## src/rtl/uart_tx_fifo.sv

```systemverilog
// Buffered UART transmitter: a small FIFO feeding an 8N1 serializer, frames sent back-to-back.
// Define UART_TX_PARITY_EN to build an 8E1 frame with an even-parity cell after bit 7.
module uart_tx_fifo #(
    parameter int DELAY_FRAMES    = 234,
    parameter int FIFO_DEPTH_LOG2 = 2
) (
    input  logic                       clk,
    input  logic                       rst,
    input  logic [7:0]                 data_in,
    input  logic                       data_valid,
    output logic                       data_ready,
    output logic                       uart_tx,
    output logic                       busy,
    output logic [FIFO_DEPTH_LOG2:0]   fifo_count
);

    localparam int DEPTH = 1 << FIFO_DEPTH_LOG2;
    localparam logic [FIFO_DEPTH_LOG2:0] FULL_COUNT = {1'b1, {FIFO_DEPTH_LOG2{1'b0}}};
    localparam logic [12:0] BAUD_LAST = 13'(DELAY_FRAMES - 1);

`ifdef UART_TX_PARITY_EN
    typedef enum logic [2:0] {IDLE, START, DATA, PARITY, STOP} state_t;
`else
    typedef enum logic [1:0] {IDLE, START, DATA, STOP} state_t;
`endif

    logic [7:0]                 mem [DEPTH];
    logic [FIFO_DEPTH_LOG2-1:0] wr_ptr;
    logic [FIFO_DEPTH_LOG2-1:0] rd_ptr;
    logic [FIFO_DEPTH_LOG2:0]   count;
    logic                       push;
    logic                       pop;
    logic                       empty;

    state_t      state;
    state_t      state_next;
    logic [12:0] baud_cnt;
    logic [12:0] baud_next;
    logic [2:0]  bit_cnt;
    logic [2:0]  bit_next;
    logic [7:0]  shift_reg;
    logic [7:0]  shift_next;
    logic        tx_next;
    logic        baud_done;

    assign empty      = (count == '0);
    assign data_ready = !rst && (count != FULL_COUNT);
    assign push       = data_valid && data_ready;
    assign fifo_count = count;
    assign busy       = (state != IDLE) || (count != '0);
    assign baud_done  = (baud_cnt == BAUD_LAST);

    // Storage is left unreset; only the pointers and count define what is valid.
    always_ff @(posedge clk) begin
        if (push) begin
            mem[wr_ptr] <= data_in;
        end
    end

    always_ff @(posedge clk) begin
        if (rst) begin
            wr_ptr <= '0;
            rd_ptr <= '0;
            count  <= '0;
        end else begin
            if (push) begin
                wr_ptr <= wr_ptr + 1'b1;
            end
            if (pop) begin
                rd_ptr <= rd_ptr + 1'b1;
            end
            case ({push, pop})
                2'b10:   count <= count + 1'b1;
                2'b01:   count <= count - 1'b1;
                default: count <= count;
            endcase
        end
    end

    always_ff @(posedge clk) begin
        if (rst) begin
            state     <= IDLE;
            uart_tx   <= 1'b1;
            baud_cnt  <= '0;
            bit_cnt   <= '0;
            shift_reg <= '0;
        end else begin
            state     <= state_next;
            uart_tx   <= tx_next;
            baud_cnt  <= baud_next;
            bit_cnt   <= bit_next;
            shift_reg <= shift_next;
        end
    end

    // The byte is copied out of the FIFO at the pop, so later pushes cannot disturb the frame.
    always_comb begin
        state_next = state;
        tx_next    = uart_tx;
        baud_next  = baud_cnt;
        bit_next   = bit_cnt;
        shift_next = shift_reg;
        pop        = 1'b0;
        case (state)
            IDLE: begin
                tx_next = 1'b1;
                if (!empty) begin
                    pop        = 1'b1;
                    shift_next = mem[rd_ptr];
                    tx_next    = 1'b0;
                    bit_next   = '0;
                    baud_next  = '0;
                    state_next = START;
                end
            end
            START: begin
                if (baud_done) begin
                    baud_next  = '0;
                    bit_next   = '0;
                    tx_next    = shift_reg[0];
                    state_next = DATA;
                end else begin
                    baud_next = baud_cnt + 13'd1;
                end
            end
            DATA: begin
                if (baud_done) begin
                    baud_next = '0;
                    if (bit_cnt == 3'd7) begin
`ifdef UART_TX_PARITY_EN
                        tx_next    = ^shift_reg;
                        state_next = PARITY;
`else
                        tx_next    = 1'b1;
                        state_next = STOP;
`endif
                    end else begin
                        bit_next = bit_cnt + 3'd1;
                        tx_next  = shift_reg[bit_cnt + 3'd1];
                    end
                end else begin
                    baud_next = baud_cnt + 13'd1;
                end
            end
`ifdef UART_TX_PARITY_EN
            PARITY: begin
                if (baud_done) begin
                    baud_next  = '0;
                    tx_next    = 1'b1;
                    state_next = STOP;
                end else begin
                    baud_next = baud_cnt + 13'd1;
                end
            end
`endif
            STOP: begin
                if (baud_done) begin
                    baud_next = '0;
                    if (!empty) begin
                        pop        = 1'b1;
                        shift_next = mem[rd_ptr];
                        tx_next    = 1'b0;
                        bit_next   = '0;
                        state_next = START;
                    end else begin
                        state_next = IDLE;
                    end
                end else begin
                    baud_next = baud_cnt + 13'd1;
                end
            end
            default: begin
                state_next = IDLE;
                tx_next    = 1'b1;
            end
        endcase
    end

endmodule

```

## config.mk

```make
export PLATFORM = sky130hd
export DESIGN_NAME = uart_tx_fifo
export DESIGN_NICKNAME = d
export VERILOG_FILES = /design/src/rtl/uart_tx_fifo.sv
export SDC_FILE = /design/constraint.sdc
export NUM_CORES = 1
export LEC_CHECK = 0
export BUFFER_PORTS_ARGS = -buffer_cell sky130_fd_sc_hd__buf_2
export CAP_MARGIN = 20
export CORE_MARGIN = 1.5
export CORE_UTILIZATION = 40
export CTS_CLUSTER_DIAMETER = 50
export DETAILED_ROUTE_END_ITERATION = 16
export PLACE_DENSITY_LB_ADDON = 0.08
export REMOVE_ABC_BUFFERS = 1
export SLEW_MARGIN = 30
export SYNTH_ARGS = -nofsm -noshare
export SYNTH_HDL_FRONTEND = slang
export SYNTH_SLANG_ARGS = --single-unit
```

## constraint.sdc

```tcl
create_clock -name clk -period 6.7 [get_ports clk]
set_input_delay 0.335 -clock clk [delete_from_list [all_inputs] [get_ports clk]]
set_output_delay 0.335 -clock clk [all_outputs]
set_load 0.05 [all_outputs]
```

==> Word level (Yosys, flattened, before mapping) <==
Memories as Yosys holds them, arrays and structs flattened. A register that Yosys moved wholly into a read port is not among the register bits.
Cells that the tools add are included.
{ "totals": {"reg_bits": 34, "memories": 1, "in_bits": 11, "ram_bits": 32, "word_cells": 82} }
{ "memory_table": {"columns": ["name", "depth", "word_bits", "read_ports", "rd_ports_with_merged_regs", "wr", "line_no", "rtl"], "rows": [
  ["mem", 4, 8, 1, 1, 1, "27", "logic [7:0] mem [DEPTH];"]
]} }
{ "classes": {"add_sub_neg": 6, "order_cmp": 1, "mux": 36, "n_reduce_logical": 15, "eq_ne": 15} }
{ "op_table": {"columns": ["cell", "n"], "rows": [
  ["two-way mux 13 bit", 2],
  ["one-hot mux 13 bit (2 select lines)", 1],
  ["two-way mux 8 bit", 2],
  ["one-hot mux 8 bit (2 select lines)", 1],
  ["two-way mux 3 bit", 5],
  ["two-way mux 2 bit", 7],
  ["!= test 2 bit, second input constant", 7],
  ["adder 13 x 1 -> 13 bit, second input constant", 1],
  ["== test 13 x 8 -> 1 bit, second input constant", 1],
  ["two-way mux 1 bit", 12],
  ["one-hot mux 3 bit (4 select lines)", 1],
  ["one-hot mux 2 bit (4 select lines)", 1],
  ["AND reduction 4 bit", 2],
  ["adder 3 x 1 -> 3 bit, second input constant", 2],
  ["== test 2 bit, second input constant", 3],
  ["one-hot mux 3 bit (2 select lines)", 1],
  ["nonzero test 2 bit", 3],
  ["AND reduction 5 bit", 1],
  ["adder 2 x 1 -> 2 bit, second input constant", 2],
  ["== test 2 x 1 -> 1 bit, second input constant", 2],
  ["less-than comparator 3 x 4 -> 1 bit, second input constant", 1],
  ["one-hot mux 1 bit (4 select lines)", 1],
  ["binary-select mux 1 bit (select 3 bit)", 1],
  ["== test 3 bit, second input constant", 1],
  ["11 further kinds", 12]
]} }

==> Depth between registers and ports, before layout <==
Gate-level depths: netlist of run 1.
{ "logic_depth": {"ltp_word": 6, "depth_mapped": 11, "ltp_nobuf": 11} }

==> Least setup slack after synthesis of run 1 <==
OpenSTA, ideal clock, no wires.
{ "synth_timing": {"path_type": "register -> register", "from": "register count[0], in the netlist fifo_count[0]", "to": "register count[2], in the netlist fifo_count[2]", "stages_incl_launch_ff": 11, "t_required_ps": 6630, "slack_ps": 3458, "n_path_buf": 0, "t_arrival_ps": 3172, "cell_sequence": "dfxtp_1 inv_1 a31oi_1 and2_1 inv_1 ha_1 inv_1 fa_1 xor2_1 or3_1 a21oi_1"} }
{ "synth_between": {"elab_cells_between_ends": 13, "cone_classes": "add/sub (2); eq/ne (3); mux (4); reduce/logical (4)"} }
{ "synth_lines": {"columns": ["item", "line_no", "rtl"], "rows": [
  ["start, declared", "30", "logic [FIFO_DEPTH_LOG2:0] count;"],
  ["start signal, assigned", "73", "2'b10: count <= count + 1'b1;"],
  ["start signal, assigned", "74", "2'b01: count <= count - 1'b1;"],
  ["start signal, assigned", "75", "default: count <= count;"],
  ["!= test 3 bit (*)", "47", "assign data_ready = !rst && (count != FULL_COUNT);"],
  ["logical AND 1 bit (*)", "47", null],
  ["via data_ready", "11", "output logic data_ready,"],
  ["logical AND 1 bit (*)", "48", "assign push = data_valid && data_ready;"],
  ["== test 2 x 1 -> 1 bit / == test 2 bit (equally long branches)", "72", "case ({push, pop})"],
  ["one-hot mux 3 bit (2 select lines) / nonzero test 2 bit (equally long branches)", null, null]
]} }
The timed path passes the listed nets; every way through them passes the cells marked *.
A chain may end at the register's enable or synchronous reset.

==> Worst setup path in the final report of run 1 <==
{ "layout_timing": {"from": "register baud_cnt[0]", "to": "register count[2], in the netlist fifo_count[2]"} }
{ "layout_between": {"elab_chain_cells": 5, "elab_cells_between_ends": 7, "cone_classes": "eq/ne (3); mux (3); reduce/logical (1)"} }
{ "layout_lines": {"columns": ["item", "line_no", "rtl"], "rows": [
  ["start, declared", "37", "logic [12:0] baud_cnt;"],
  ["start signal, assigned", "90", "baud_cnt <= baud_next;"],
  ["== test 13 x 8 -> 1 bit (*)", "51", "assign baud_done = (baud_cnt == BAUD_LAST);"],
  ["two-way mux 1 bit (*)", "157", "if (baud_done) begin"],
  ["one-hot mux 1 bit (2 select lines) (*)", "104", "case (state)"],
  ["via pop", "32", "logic pop;"],
  ["== test 2 x 1 -> 1 bit / == test 2 bit (equally long branches)", "72", null],
  ["one-hot mux 3 bit (2 select lines) / nonzero test 2 bit (equally long branches)", null, null]
]} }
Marks and branches as above.

==> results of run 1 <==
## cells by family after synthesis
family                     Yosys count  share of synthesized area
xor gates and xnor gates             5                     0.0139
DFF                                 68                      0.535
adders and majority gates           15                     0.0621
and+or+nand+nor                     76                      0.137
muxes                               24                      0.109
AOI/OAI and AO/OA                   47                      0.104
buffers and inverters               24                     0.0394
## through the flow
stage          cell area, sq um  instances  power [mW]  utilization  worst slack [ps]
2_1_floorplan              3060        246       0.978            -              3460
3_3_place_gp               3280        365        1.11        0.426              4020
3_5_place_dp               3280        365        1.11        0.427              3920
4_1_cts                    3510        381        1.49        0.456              3910
5_1_grt                    3510        381        1.57        0.456              3690
6_report                   3510        381        1.47        0.456              3930
## layer usage
metal / vias up / track usage
li1: 999 / -
met1: 921 / 0.194
met2: 21 / 0.210
met3: 9 / 0.0398
met4: 0 / 0.0625
met5: - / 0
## layout by cell type (no fill, tap or decap), types with 3 or more instances in the layout
cell type / netlist / layout
nand3_1: 3 / 3
buf_2: 3 / 16
dfxtp_1: 36 / 36
and2_1: 4 / 4
mux2i_1: 14 / 14
a31oi_1: 6 / 5
nand2_1: 9 / 9
nor2_1: 31 / 31
clkbuf_8: 0 / 9
xor2_1: 3 / 3
mux4_2: 8 / 8
edfxtp_1: 32 / 32
a21oi_1: 13 / 13
nor3_1: 4 / 4
clkinvlp_4: 0 / 4
ha_1: 14 / 14
inv_1: 10 / 10
and3_1: 7 / 7
o21ai_0: 5 / 5
o211a_1: 3 / 3
a311oi_1: 6 / 6
## worst max-delay path: stages, from the launching register on
cell	delay (ps)
dfxtp_1	430
ha_1	190
nor4b_4	270
a31o_2	370
o211a_1	240
ha_1	180
inv_1	60
fa_1	370
xor2_1	150
or3_1	300
a21oi_1	140
## worst max path at each step
stage                        startpoint       endpoint  slack, ps  depth (start not counted)
after floorplan           fifo_count[0]  fifo_count[2]       3460                         10
after global placement      baud_cnt[0]  fifo_count[2]       4020                         10
after detailed placement    baud_cnt[0]  fifo_count[2]       3920                         10
after CTS                   baud_cnt[0]  fifo_count[2]       3910                         10
after global routing        baud_cnt[0]  fifo_count[2]       3690                         10
final                       baud_cnt[0]  fifo_count[2]       3930                         10
## area by class of cell
class	count	share of cell area
tap	102	0.0364
sequential	68	0.480
multi-input combinational	167	0.384
clock buffer	9	0.0353
timing repair buffer	17	0.0250
clock inverter	7	0.0282
inverter	11	0.0118
## power by group through the flow
stage | combinational [mW] | sequential [mW] | clock [mW]
floorplan | 0.404 | 0.574 | 0
global placement | 0.554 | 0.554 | 0
detailed placement | 0.554 | 0.555 | 0
CTS | 0.555 | 0.545 | 0.387
global route | 0.614 | 0.553 | 0.405
finish | 0.548 | 0.544 | 0.375
==> results.sh, run 1 <==
export IMPL_required_ps=6970
export IMPL_rows=32
export IMPL_yosysUniqueCellTypes=51
export IMPL_seq_area_frac_synth=0.535
export IMPL_highest_layer="met4"
export IMPL_cts_tree="built"
export IMPL_post_route_min_period_ps=2770
export IMPL_dieHeight_um=91.7
export IMPL_wl_met2_mm=2.42
export IMPL_drv_cap=0
export IMPL_synth_top_cell_area_share=0.306
export IMPL_rsz0062_at_grt="no"
export IMPL_finalClockSkew_ps=8.58
export IMPL_cts_root_buf="clkbuf_8"
export IMPL_wl_met3_um=144
export IMPL_htree_levels=3
export IMPL_holdPathStages=1
export IMPL_yosysTopAreaCell="edfxtp_1"
export IMPL_netlist_top_cells_area="edfxtp_1 31%, dfxtp_1 23%, mux4_2 5.7%, ha_1 5.6%, mux2i_1 4.5%"
export IMPL_gr_total_overflow=0
export IMPL_start_util=0.409
export IMPL_hpwl_mm=3.69
export IMPL_crit_arrival_ps=3040
export IMPL_hp_start="data_in[4]"
export IMPL_power_frac_seq=0.371
export IMPL_wirelength_met1_mm=2.77
export IMPL_relSlewSlack=0.558
export IMPL_num_io_pins=17
export IMPL_numCtsBuffers=9
export IMPL_synth_most_common_cell="dfxtp_1"
export IMPL_status="complete, no violations"
export IMPL_drive_gt1_frac=0.194
export IMPL_pwr_density_cell_mw_per_mm2=418
export IMPL_grt_pass1_vias=1835
export IMPL_r2r_cells=10
export IMPL_routed_wl_mm=5.41
export IMPL_regArea_sq_mm=0.00168
export IMPL_finalCritPeriodShare=0.414
export IMPL_internal_power_mw=0.922
export IMPL_cp_start_kind="flop"
export IMPL_portBuffers=16
export IMPL_final_setup_viol_count=0
export IMPL_path_class="reg -> reg"
export IMPL_min_path_type="in -> reg"
export IMPL_largest_reg_flops=32
export IMPL_insertion_delay_ps=340
export IMPL_async_flop_share=0
export IMPL_r2r_start="baud_cnt[0]"
export IMPL_whs_ps=208
export IMPL_grt_max_degree=37
export IMPL_synth_flop_cell="dfxtp_1"
export IMPL_syn_mean_instance_area_sq_um=12.1
export IMPL_grt_usage=0.142
export IMPL_n_fill_cell=730
export IMPL_multiInputGateArea_sq_mm=0.00135
export IMPL_viasPerCell=5.12
export IMPL_synthTopCellsByCount="36 x dfxtp_1, 32 x edfxtp_1, 31 x nor2_1"
export IMPL_antenna_cells=0
export IMPL_max_freq_ghz=0.361
export IMPL_dr_pass1_iters=4
export IMPL_die_area_sq_mm=0.00840
export IMPL_synth_warning_count=0
export IMPL_antenna_found_initial=0
export IMPL_cts_sinks=68
export IMPL_cts_setup_buffers=0
export IMPL_tns_ps=0
export IMPL_area_delta_synth_final_pct=11.5
export IMPL_finalHoldViolCount=0
export IMPL_synth_edff_count=32
export IMPL_pwr_share_comb=0.374
export IMPL_peakVddDrop_mv=0.190
export IMPL_drc=0
export IMPL_r2r_end="fifo_count[2]"
export IMPL_p_leak_nw=1.27
export IMPL_fp_dieW_um=91.7
export IMPL_p_sw_frac=0.371
export IMPL_netlist_instances=259
export IMPL_clkPwrFrac=0.256
export IMPL_wl_per_cell_um=14.2
export IMPL_hold_path_endpoint="mem[0][4]"
export IMPL_p_sw_mw=0.545
export IMPL_endpoint_kind="flop"
export IMPL_grt_pass1_wl_mm=9.08
export IMPL_maxSlewViolCount=0
export IMPL_cts_resized=0
export IMPL_ant_nets=0
export IMPL_drt_iter0_drc=52
export IMPL_worst_slew_pin_slew_ps=663
export IMPL_core_region_area_sq_mm=0.00769
export IMPL_cts_hold_buf=0
export IMPL_final_net_count=300
export IMPL_vias=1950
export IMPL_gp_congestion=0.781
export IMPL_ff2ff_setup_slack_ps=3930
export IMPL_path_clk_slew_ps=80
export IMPL_ys_ff_latch=68
export IMPL_netlist_area_sq_mm=0.00314
export IMPL_path_max_fanout=11
export IMPL_ctsLongestPathBuffers=2
Note: power is estimated with default switching activity, not from simulation.
==> run 2: changes to the inputs <==
Clock period 6.7 ns to 2.6 ns, I/O delays scaled along.
==> results.sh, run 2 (synthesized netlist as in run 1, its figures left out) <==
export IMPL_num_io_pins=17
export IMPL_worst_slew_pin_slew_ps=559
export IMPL_layout_commonest_cell="dfxtp_1"
export IMPL_finalClockSkew_ps=9.69
export IMPL_start_util=0.409
export IMPL_slowest_delay_ps=380
export IMPL_hpwl_mm=3.77
export IMPL_path_class="reg -> reg"
export IMPL_peakVddDrop_mv=0.431
export IMPL_endpoint_kind="flop"
export IMPL_tns_ps=0
export IMPL_htree_levels=3
export IMPL_r2r_start="baud_cnt[1]"
export IMPL_status="complete, no violations"
export IMPL_vias=2031
export IMPL_viasPerCell=5.08
export IMPL_dieHeight_um=91.7
export IMPL_p_total_mw=3.92
export IMPL_cts_tree="built"
export IMPL_critical_path_depth=11
export IMPL_final_setup_viol_count=0
export IMPL_numCtsBuffers=9
export IMPL_n_fill_cell=710
export IMPL_antenna_found_initial=0
export IMPL_grt_max_degree=36
export IMPL_crit_family="adder cells"
export IMPL_r2r_end="fifo_count[2]"
export IMPL_core_region_area_sq_mm=0.00769
export IMPL_drive_gt1_frac=0.232
export IMPL_cts_sinks=68
export IMPL_ff2ff_setup_slack_ps=180
export IMPL_crit_start="baud_cnt[1]"
export IMPL_final_cell_mix="35 x dfxtp_1, 32 x edfxtp_1, 30 x nor2_1"
export IMPL_rows=32
export IMPL_dr_pass1_iters=4
export IMPL_grt_usage=0.148
export IMPL_required_ps=2880
export IMPL_finalHoldViolCount=0
export IMPL_place_area_sq_mm=0.00333
export IMPL_dpl_cell_count=372
export IMPL_die_area_sq_mm=0.00840
export IMPL_gp_congestion=0.760
export IMPL_stdcell_count=400
export IMPL_drc=0
export IMPL_finalCritPeriodShare=0.933
export IMPL_routed_wl_mm=5.62
export IMPL_ctsLongestPathBuffers=2
export IMPL_largest_reg_flops=32
export IMPL_min_path_type="in -> reg"
export IMPL_cpMostUsedCell="inv_1"
export IMPL_rsz0062_at_grt="yes"
export IMPL_grt_pass1_vias=1961
export IMPL_p_leak_nw=1.36
export IMPL_insertion_delay_ps=340
export IMPL_drt_iter0_drc=105
export IMPL_r2r_cells=11
export IMPL_portBuffers=16
export IMPL_cp_cell_sequence="inv_1 > ha_1 > nor4b_4 > a31o_2 > o211a_1 > ha_2 > inv_1 > fa_2 > xor2_1 > or3_1 > a21oi_2"
export IMPL_pwr_density_cell_mw_per_mm2=1070
export IMPL_antenna_cells=0
export IMPL_cp_start_kind="flop"
export IMPL_relSlewSlack=0.627
export IMPL_maxSlewViolCount=0
export IMPL_path_clk_slew_ps=80
export IMPL_fin_area_sq_mm=0.00368
export IMPL_crit_arrival_ps=2700
export IMPL_critPathSlowestCell="or3_1"
export IMPL_postLayoutCoreUtil=0.479
export IMPL_drv_cap=0
export IMPL_crit_end="fifo_count[2]"
export IMPL_grt_pass1_wl_mm=9.60
export IMPL_fp_dieW_um=91.7
export IMPL_gr_total_overflow=0
export IMPL_wl_per_cell_um=14.1
export IMPL_ant_nets=0
export IMPL_final_net_count=319
export IMPL_crit_buf_inv=2
export IMPL_cts_root_buf="clkbuf_8"
export IMPL_max_freq_ghz=0.412
export IMPL_path_max_fanout=3
export IMPL_post_route_min_period_ps=2420
export IMPL_area_delta_synth_final_pct=17.0
run 2: cell count changes in the layout (fill, tap and decap cells not counted), sizes merged:
cell         change
dlygate4sd3      +8
clkinv           +1
clkinvlp         -1
buf             +11
run 2: repair_timing:
action / CTS / global route
endpoints found under the hold margin: 32 / 0
gates resized for setup: 0 / 6
hold buffers: 8 / 0
setup buffers: 0 / 4
endpoints found under the setup margin: 0 / 1
run 2: worst min path at each step:
| stage | from | to | slack (ps) | cells past startpoint |
|---|---|---|---|---|
| floorplan | rst | baud_cnt[10] | 200 | 1 |
| global placement | data_in[3] | mem[2][3] | 340 | 1 |
| detailed placement | data_in[2] | mem[2][2] | 350 | 1 |
| CTS | data_valid | wr_ptr[1] | 230 | 3 |
| global route | data_valid | wr_ptr[1] | 250 | 3 |
| finish | data_valid | wr_ptr[1] | 240 | 3 |
run 2: area by class of cell:
type	count	area, sq um	area share
clock buffer	9	124	0.0337
clock inverter	7	100	0.0272
inverter	11	41.3	0.0112
multi-input combinational	167	1350	0.367
sequential	68	1690	0.458
tap	102	128	0.0347
timing repair buffer	36	250	0.0680
run 2: per-stage QoR:
stage	hold slack [ps]	setup slack, ps
2_1_floorplan	199	-642
3_3_place_gp	345	139
3_5_place_dp	351	101
4_1_cts	232	54.2
5_1_grt	251	-11.5
6_report	238	175
run 2: power by group:
| group | switching [mW] | total (mW) | internal, mW |
|---|---|---|---|
| combinational | 0.897 | 1.55 | 0.649 |
| sequential | 0.115 | 1.39 | 1.28 |
| clock | 0.440 | 0.985 | 0.545 |
| total | 1.45 | 3.92 | 2.47 |
run 2: routing by layer:
metal  routed length, um  vias up  global-route usage
met5                   0        -                   0
met4                  73        0              0.0638
met3                 137        8              0.0323
met2                2540       21               0.221
met1                2870      966               0.207
li1                    -     1036                   -
run 2: worst min-delay path, cell delays in order:
cell and delay [ps]:
buf_2 110, and2_1 210, o31ai_1 80
==> run 3: changes to the inputs <==
--- a/config.mk
+++ b/config.mk
@@ -12,6 +12,6 @@
 export CTS_CLUSTER_DIAMETER = 50
 export DETAILED_ROUTE_END_ITERATION = 16
+export HOLD_SLACK_MARGIN = 0.12
 export PLACE_DENSITY_LB_ADDON = 0.08
-export REMOVE_ABC_BUFFERS = 1
 export SLEW_MARGIN = 30
 export SYNTH_ARGS = -nofsm -noshare
==> constraint.sdc (replaced) <==
create_clock -name clk -period 2.6 [get_ports clk]
set_input_delay 0.13 -clock clk [delete_from_list [all_inputs] [get_ports clk]]
set_output_delay 0.13 -clock clk [all_outputs]
set_load 0.1 [all_outputs]
==> results.sh, run 3 (synthesized netlist as in run 1, its figures left out) <==
export IMPL_finalClockSkew_ps=5.50
export IMPL_final_cell_mix="32 x edfxtp_1, 31 x dfxtp_1, 30 x nor2_1"
export IMPL_grt_usage=0.153
export IMPL_viasPerCell=5.17
export IMPL_required_ps=2880
export IMPL_postLayoutCoreUtil=0.477
export IMPL_grt_max_degree=36
export IMPL_post_route_min_period_ps=2420
export IMPL_final_setup_viol_count=0
export IMPL_dr_pass1_iters=4
export IMPL_worst_slew_pin_slew_ps=548
export IMPL_rows=32
export IMPL_clkPwrFrac=0.224
export IMPL_ff2ff_setup_slack_ps=180
export IMPL_cpMostUsedCell="inv_1"
export IMPL_gp_congestion=0.707
export IMPL_maxSlewViolCount=0
export IMPL_endpoint_kind="flop"
export IMPL_dieHeight_um=91.7
export IMPL_final_net_count=316
export IMPL_internal_power_mw=2.39
export IMPL_pwr_share_comb=0.423
export IMPL_p_leak_nw=1.35
export IMPL_slowest_delay_ps=350
export IMPL_numCtsBuffers=9
export IMPL_drt_iter0_drc=79
export IMPL_ant_nets=0
export IMPL_routed_wl_mm=5.92
export IMPL_antenna_cells=0
export IMPL_grt_pass1_vias=1900
export IMPL_start_util=0.409
export IMPL_hpwl_mm=3.96
export IMPL_cp_cell_sequence="inv_1 > ha_1 > nor4b_4 > a31o_2 > o211a_1 > ha_2 > inv_1 > fa_2 > xor2_1 > or3_1 > a21oi_1"
export IMPL_crit_arrival_ps=2700
export IMPL_pwr_density_cell_mw_per_mm2=1100
export IMPL_tns_ps=0
export IMPL_place_ws_ps=93.3
export IMPL_rsz0062_at_grt="no"
export IMPL_portBuffers=16
export IMPL_stdcell_count=397
export IMPL_finalCritPeriodShare=0.932
export IMPL_p_sw_mw=1.67
export IMPL_insertion_delay_ps=350
export IMPL_status="complete, no violations"
export IMPL_vias=2051
export IMPL_core_region_area_sq_mm=0.00769
export IMPL_cts_tree="built"
export IMPL_min_path_type="in -> reg"
export IMPL_area_delta_synth_final_pct=16.7
export IMPL_path_class="reg -> reg"
export IMPL_path_clk_slew_ps=80
export IMPL_path_max_fanout=6
export IMPL_cts_sinks=68
export IMPL_antenna_found_initial=0
export IMPL_cts_root_buf="clkbuf_8"
export IMPL_die_area_sq_mm=0.00840
export IMPL_relSlewSlack=0.634
export IMPL_p_sw_frac=0.411
export IMPL_dpl_cell_count=372
export IMPL_ctsLongestPathBuffers=2
export IMPL_peakVddDrop_mv=0.652
export IMPL_largest_reg_flops=32
export IMPL_cp_start_kind="flop"
export IMPL_power_frac_seq=0.353
export IMPL_num_io_pins=17
export IMPL_critPathSlowestCell="dfxtp_2"
export IMPL_wl_per_cell_um=14.9
export IMPL_setup_slack_ps=177
export IMPL_grt_pass1_wl_mm=9.66
export IMPL_max_freq_ghz=0.413
export IMPL_finalHoldViolCount=0
export IMPL_layout_commonest_cell="edfxtp_1"
export IMPL_drive_gt1_frac=0.247
export IMPL_drv_cap=0
export IMPL_gr_total_overflow=0
export IMPL_htree_levels=3
export IMPL_whs_ps=169
export IMPL_fp_dieW_um=91.7
export IMPL_synth_nets=285
export IMPL_drc=0
-- run 3: cell types whose count changed in the layout (fill, tap and decap cells not counted), moves of 2 or more --
cell	before	now
inv_1	10	8
clkinvlp_4	3	1
inv_6	1	3
dfxtp_1	35	31
buf_4	12	9
dfxtp_4	1	4
inv_4	0	2
-- run 3: cell type report --
class                           instances  area [sq um]
Tap cell                              102           128
Multi-Input combinational cell        167          1360
Inverter                               11          46.3
Fill cell                             726          4020
Timing Repair Buffer                   33           228
Clock inverter                          7          81.3
Sequential cell                        68          1700
Clock buffer                            9           124
-- run 3: repair_timing --
action | in CTS | in global routing
resized for setup | 0 | 4
hold endpoints to repair | 32 | 0
hold buffers | 8 | 0
endpoints found under the setup margin | 0 | 1
buffers inserted | 0 | 1
-- run 3: metrics by stage --
stage | area [sq um] | power (mW)
detailed placement | 3370 | 3.13
global placement | 3370 | 3.14
finish | 3670 | 4.05
global route | 3670 | 4.30
CTS | 3650 | 4.06
floorplan | 3180 | 2.81
-- run 3: critical path: cells and delay by family (launching register included) --
| family | cells | cell delay (ps) |
|---|---|---|
| compound gates | 3 | 530 |
| xor+xnor | 1 | 150 |
| fa+ha+maj | 3 | 660 |
| buf+inv | 2 | 110 |
| flops | 1 | 350 |
| simple gates | 2 | 560 |
-- run 3: power by group through the flow --
| stage | Sequential (mW) | Combinational, mW | Clock (mW) |
|---|---|---|---|
| finish | 1.43 | 1.72 | 0.906 |
| global route | 1.46 | 1.86 | 0.986 |
| CTS | 1.43 | 1.70 | 0.934 |
| detailed placement | 1.45 | 1.68 | 0 |
| global placement | 1.45 | 1.69 | 0 |
| floorplan | 1.58 | 1.23 | 0 |
-- run 3: path summary, 6_finish.rpt --
| check | cells after the start | startpoint | endpoint |
|---|---|---|---|
| worst max-delay path | 11 | baud_cnt[1] | fifo_count[2] |
| worst min register to register | 2 | uart_tx | uart_tx |
| worst min-delay path | 3 | data_valid | wr_ptr[1] |
| worst max register to register | 11 | baud_cnt[1] | fifo_count[2] |
-- run 3: per-layer routing --
metal / routed length (um) / GRT usage
met1: 2970 / 0.208
met2: 2690 / 0.221
met3: 173 / 0.0597
met4: 85 / 0.0573
met5: 0 / 0
